==> config.mk <==
export PLATFORM = sky130hd
export DESIGN_NAME = instr_fetch_unit
export DESIGN_NICKNAME = d
export VERILOG_FILES = /design/src/rtl/instr_fetch_unit.sv
export SDC_FILE = /design/constraint.sdc
export NUM_CORES = 1
export LEC_CHECK = 0
export ABC_AREA = 1
export CORE_ASPECT_RATIO = 1.5
export CORE_UTILIZATION = 50
export DETAILED_ROUTE_END_ITERATION = 16
export PLACE_DENSITY = 0.9
export SYNTH_ARGS = -nofsm -noshare
export SYNTH_HDL_FRONTEND = slang
export SYNTH_SLANG_ARGS = --single-unit
==> constraint.sdc <==
create_clock -name clk -period 2.8 [get_ports clk]
set_clock_uncertainty 0.2 [all_clocks]
set_input_delay 0.84 -clock clk [delete_from_list [all_inputs] [get_ports clk]]
set_output_delay 0.84 -clock clk [all_outputs]
set_load 0.02 [all_outputs]
==> src/rtl/instr_fetch_unit.sv <==
// instr_fetch_unit: PC owner, req/valid instruction fetch and valid/ready issue to decode, with BEQ stall.
// Optional IFU_PERF_CNT_EN adds FetchCnt/StallCnt performance counters.
module instr_fetch_unit #(
    parameter int                ADDR_W   = 16,
    parameter logic [ADDR_W-1:0] RESET_PC = '0,
    parameter int                PC_STEP  = 2
) (
`ifdef IFU_PERF_CNT_EN
    output logic [15:0]       FetchCnt,
    output logic [15:0]       StallCnt,
`endif
    input  logic              clk,
    input  logic              rstn,
    output logic              ImemReq,
    output logic [ADDR_W-1:0] ImemAddr,
    input  logic [15:0]       ImemRdata,
    input  logic              ImemValid,
    output logic [15:0]       Instr,
    output logic [2:0]        Opcode,
    output logic [ADDR_W-1:0] InstrPc,
    output logic              InstrValid,
    input  logic              InstrReady,
    input  logic              BrResolve,
    input  logic              BrTaken
);
    typedef enum logic [1:0] {FETCH, WAIT, ISSUE, BRWAIT} state_t;

    state_t            state, state_nxt;
    logic [ADDR_W-1:0] pc, pc_nxt, seq_pc, br_off;
    logic              cap;

    assign seq_pc     = InstrPc + ADDR_W'(PC_STEP);
    assign br_off     = ADDR_W'({{(ADDR_W-7){Instr[6]}}, Instr[6:0]}) << 1;
    assign cap        = state == WAIT && ImemValid;
    // Request is gated by rstn so it is low for the whole reset window.
    assign ImemReq    = rstn && (state == FETCH || state == WAIT);
    assign ImemAddr   = pc;
    assign InstrValid = state == ISSUE;
    assign Opcode     = Instr[15:13];

    always_comb begin
        state_nxt = state;
        pc_nxt    = pc;
        case (state)
            FETCH:  state_nxt = WAIT;
            WAIT:   state_nxt = ImemValid ? ISSUE : WAIT;
            ISSUE: if (InstrReady) begin
                state_nxt = Opcode == 3'b011 ? BRWAIT : FETCH;
                pc_nxt    = Opcode == 3'b011 ? pc : seq_pc;
            end
            BRWAIT: if (BrResolve) begin
                state_nxt = FETCH;
                pc_nxt    = seq_pc + (BrTaken ? br_off : '0);
            end
        endcase
    end

    always_ff @(posedge clk) begin
        if (!rstn) begin
            state <= FETCH;
            pc    <= RESET_PC;
        end else begin
            state <= state_nxt;
            pc    <= pc_nxt;
        end
    end

    always_ff @(posedge clk) begin
        if (!rstn) begin
            Instr   <= '0;
            InstrPc <= '0;
        end else if (cap) begin
            Instr   <= ImemRdata;
            InstrPc <= pc;
        end
    end

`ifdef IFU_PERF_CNT_EN
    logic stall;
    assign stall = state == WAIT || state == BRWAIT || (state == ISSUE && !InstrReady);

    always_ff @(posedge clk) begin
        if (!rstn) begin
            FetchCnt <= '0;
            StallCnt <= '0;
        end else begin
            FetchCnt <= FetchCnt + {15'd0, state == ISSUE && InstrReady};
            StallCnt <= StallCnt + {15'd0, stall};
        end
    end
`endif
endmodule
After elaboration in Yosys (flattened, before gate mapping)
Cells that the tools add are included.
{"block": "classes", "reduce_logical": 7, "n_mux": 10, "eq_ne": 7, "add_sub_neg": 2}
{"cell": "2-to-1 mux 16 bit", "n": 4}
{"cell": "case mux 16 bit (2 select lines)", "n": 1}
{"cell": "adder 16 bit", "n": 1}
{"cell": "adder 16 x 2 -> 16 bit (second input constant)", "n": 1}
{"cell": "2-to-1 mux 2 bit", "n": 4}
{"cell": "case mux 2 bit (4 select lines)", "n": 1}
{"cell": "== test 2 bit (second input constant)", "n": 2}
{"cell": "!= test 2 bit (second input constant)", "n": 2}
{"cell": "AND reduction 4 bit", "n": 1}
{"cell": "== test 3 x 2 -> 1 bit (second input constant)", "n": 1}
{"cell": "== test 2 x 1 -> 1 bit (second input constant)", "n": 1}
{"cell": "logical AND 1 bit", "n": 2}
{"cell": "logical NOT 2 bit", "n": 1}
{"cell": "!= test 2 x 1 -> 1 bit (second input constant)", "n": 1}
{"cell": "AND reduction 2 bit", "n": 1}
{"cell": "nonzero test 2 bit", "n": 1}
{"cell": "logical OR 1 bit", "n": 1}
{"block": "totals", "input_bits": 22, "elab_cells": 30, "output_inout_bits": 53, "ff_bits": 50}

Depth between registers and ports, before layout
{"block": "logic_depth", "depth_word": 4, "mapped_depth": 17, "depth_no_buf": 17}

Least setup slack after synthesis
Ideal clock, no wire load.
{"block": "synth_timing", "kind": "input port to flip-flop", "startpoint": "in BrTaken", "endpoint": "reg pc[8] (netlist: ImemAddr[8])", "t_required_ns": 2.491, "stages": 12, "n_path_buf": 0, "setup_slack_ns": 0.262, "arrival_ns": 2.229, "setup_time_ns": 0.109, "cell_sequence": "nand2_1 > inv_1 > ha_1 > a21oi_1 > inv_1 > nor2_1 > nand2_1 > or2_0 > nand3_1 > nand3_1 > nand2_1 > inv_1"}
{"block": "synth_between", "elab_chain_len": 4}
{"element": "start: declaration", "line": "24", "text": "input logic BrTaken"}
{"element": "2-to-1 mux 16 bit", "line": "53", "text": "pc_nxt = seq_pc + (BrTaken ? br_off : '0);"}
{"element": "adder 16 bit", "line": "53"}
{"element": "2-to-1 mux 16 bit", "line": "51", "text": "BRWAIT: if (BrResolve) begin"}
{"element": "case mux 16 bit (2 select lines)", "line": "44", "text": "case (state)"}
{"element": "end signal: assignment", "line": "64", "text": "pc <= pc_nxt;"}
{"element": "end: declaration", "line": "29", "text": "logic [ADDR_W-1:0] pc, pc_nxt, seq_pc, br_off;"}
Every way passes these cells. The select of a mux whose other input is x is not followed.
A chain may end at the register's enable or synchronous reset.

Final worst setup path
{"block": "layout_timing", "startpoint": "reg InstrPc[1]", "endpoint": "reg pc[8] (netlist: ImemAddr[8])"}
{"block": "layout_between", "elab_chain_len": 4, "word_cells_on_any_way": 6, "cone_classes": "add/sub: 2; mux: 4"}
{"element": "start: declaration", "line": "20", "text": "output logic [ADDR_W-1:0] InstrPc,"}
{"element": "start signal: assignment", "line": "74", "text": "InstrPc <= pc;"}
{"element": "adder 16 x 2 -> 16 bit (*)", "line": "32", "text": "assign seq_pc = InstrPc + ADDR_W'(PC_STEP);"}
{"element": "adder 16 bit / 2-to-1 mux 16 bit (equally long branches)", "line": "53, 49"}
{"element": "2-to-1 mux 16 bit, on equally long branches", "line": "51, 47"}
{"element": "case mux 16 bit (2 select lines) (*)", "line": "44"}
Mark *: on every way between the ends. The rest lies on a longest branch, timed or not. The select of a mux whose other input is x is not followed.

==> reports/metrics.cfg <==
[status]
outcome=complete, no violations

[sta]
whs_ns=0.282
slew_headroom=0.617
slew_viol_final=0
finalHoldViolCount=0
final.setup.tns_ns=0
period_share=0.944
worst_pin_slew_ns=0.574
final-setup-viol-count=0
fin_crit_ns=2.64
fmax_ghz=0.378
fin_ws_ns=0.157

[pwr]
switching_share=0.348
seq_power_share=0.446
switchingPower_w=0.000664
intPower_w=0.00124
clkPwrFrac=0.222
p_per_area_nw_per_um2=444
combPwrFrac=0.332
peakVddDrop_uv=346
leakagePower_nw=2.06

[logic_synthesis]
synthDominantCellAreaShare=0.322
ys_seq_elements=50
synth.distinct_cells=33
synth_edf_count=0
netlist_instances=477
synth_nets=518
synth-async-reset-ratio=0
synth_area_leader_cell=dfxtp_1
synth.yosys.warnings=0
syn-cell-area_um2=3110
synth_ff_type=dfxtp_1
syn_area_per_cell_um2=6.52
synthTopCellsByArea=dfxtp_1 32%, nand2_1 12%, nor2_1 9.1%, ha_1 7.2%, inv_1 6.8%
ys_seq_area_frac=0.322

[global_routing]
grt-ovfl-total=0
grt_max_degree=43
grt_first_pass_wirelength_um=14600
track_usage=0.286
first_global_vias=3440
antenna_found_initial=0

[layout]
areaGrowthSynthToFinish_pct=38.0
final_util=0.726
diodes=0
final_common_cell=nand2_1
drive_above_1_share=0.135
finalNetCount=612
final_cell_mix=99 x nand2_1, 73 x nor2_1, 71 x clkdlybuf4s50_1, 54 x inv_1, 43 x dfxtp_1
final_cells=643

[worst_setup_path]
cp_cell_sequence=ha_2, nand3_4, nor2_4, xor2_2, ha_1, a21oi_2, inv_1, nor2_1, nand2_1, or2_0, nand3_1, nand3_1, nand2_1, inv_1
slowest_delay_ns=0.38
regToRegEndpoint=ImemAddr[8]$_SDFFE_PN0P_
crit_slowest_cell=dfxtp_4
path_class=reg -> reg
r2r_cells=14
cp.arrival_ns=2.66
worst-r2r-setup-slack_ns=0.16
worstPathMaxFanout=4
required_ns=2.82
r2r_start=InstrPc[1]$_SDFFE_PN0P_
crit_path_end_kind=flop
start_kind=flop

[drt]
num_vias=3522
via_per_inst=5.48
ant_nets=0
drcViolationCount=0
wl_um=9100
first_pass_iters=5
drtIter0Drc=163
routedWlPerCell_um=14.2

[clock_tree]
clock-sinks=50
cts.path.max_buffers=2
cts_hold_buf=0
clockRootBuffer=clkbuf_8
clk_latency_ns=0.31
clk_pin_slew_ns=0.10
tritoncts=done
numCtsBuffers=5
htree_levels=2

[floorplanning]
die_w_um=66.4
initial_core_util=0.526
coreArea_um2=5910
die_area_um2=6550
die_y_um=98.6
io_pins=75
rows=34

[placed_design]
place_congestion=0.931
dp_cells=632
place.port_buffers=74
dpl_worst_slack_ns=-0.435
dp_hpwl_um=6660

[min_path]
hold_end=InstrPc[5]$_SDFFE_PN0P_
hold_path_depth=2
min-delay-start=ImemAddr[5]$_SDFFE_PN0P_
hold_class=reg -> reg

[flow_run]
max_cap_violations=0

[power groups by stage]
stage	combinational [W]	clock [W]	sequential [W]
global route	0.000691	0.000459	0.000856
finish	0.000632	0.000424	0.000849
detailed placement	0.000610	0	0.000857
floorplan	0.000263	0	0.000921
global placement	0.000597	0	0.000852
CTS	0.000620	0.000429	0.000842
[sequential cells by signal, indices dropped and copies added, names as in the netlist]
register  count
ImemAddr     16
InstrPc      16
Instr        16
state         2
[critical path, delay by kind of cell (launching register included)]
kind	cells	cell delay, ns
flops	1	0.38
simple gates	8	1.00
buf+inv	2	0.08
xor+xnor	1	0.20
compound gates	1	0.16
fa+ha+maj	2	0.52
[cells by family (layout without fill, tap and decap cells)]
logic type / after synthesis / after routing / synth area share
flip-flops: 50 / 50 / 0.322
AO/OA/AOI/OAI: 95 / 95 / 0.159
XOR/XNOR: 16 / 16 / 0.0475
adder cells (fa/ha/maj): 19 / 19 / 0.0788
AND/OR/NAND/NOR: 217 / 217 / 0.290
buffers and inverters: 80 / 174 / 0.103
[Yosys cell counts, types with 3 or more instances]
cell type / n
dfxtp_1: 50
nand2_1: 101
a21oi_1: 35
nor2_1: 75
xnor2_1: 6
ha_1: 18
xor2_1: 9
o21ai_1: 11
a31oi_1: 3
o21ai_0: 40
buf_2: 4
clkbuf_1: 12
nand3_1: 24
nand4_1: 6
buf_4: 4
inv_1: 56
inv_2: 3
[metal layers]
| metal | vias up | wire, um | GRT usage |
|---|---|---|---|
| met5 | - | 0 | 0 |
| met4 | 0 | 499 | 0.162 |
| met3 | 42 | 529 | 0.0625 |
| met2 | 148 | 4820 | 0.530 |
| met1 | 1623 | 3260 | 0.281 |
| li1 | 1709 | - | - |
[worst max path at each step]
stage                       startpoint                        end  slack [ns]
2_1_floorplan                  BrTaken   ImemAddr[8]$_SDFFE_PN0P_        0.26
3_3_place_gp                      rstn                    ImemReq       -0.40
3_5_place_dp                   BrTaken   ImemAddr[5]$_SDFFE_PN0P_       -0.43
4_1_cts                        BrTaken  ImemAddr[14]$_SDFFE_PN0P_       0.002
5_1_grt        InstrPc[1]$_SDFFE_PN0P_   ImemAddr[8]$_SDFFE_PN0P_       -0.05
6_report       InstrPc[1]$_SDFFE_PN0P_   ImemAddr[8]$_SDFFE_PN0P_        0.16
[metrics by stage]
step,power [W],cell area (um^2)
2_1_floorplan,0.00118,3110
3_3_place_gp,0.00145,4060
3_5_place_dp,0.00147,4060
4_1_cts,0.00189,4190
5_1_grt,0.00201,4290
6_report,0.00191,4290
[cell type report]
cell class / instances / area (um^2)
Sequential cell: 50 / 1010
Multi-Input combinational cell: 347 / 1890
Clock buffer: 5 / 68.8
Tap cell: 72 / 90.1
Clock inverter: 2 / 13.8
Fill cell: 471 / 1620
Inverter: 60 / 225
Timing Repair Buffer: 107 / 995
[repair_timing]
item	4_1_cts	5_1_grt
buffers inserted	3	1
pin swaps	3	4
gates resized for setup	15	28
endpoints found under the setup margin	10	12
(Power assumes the default switching activity.)
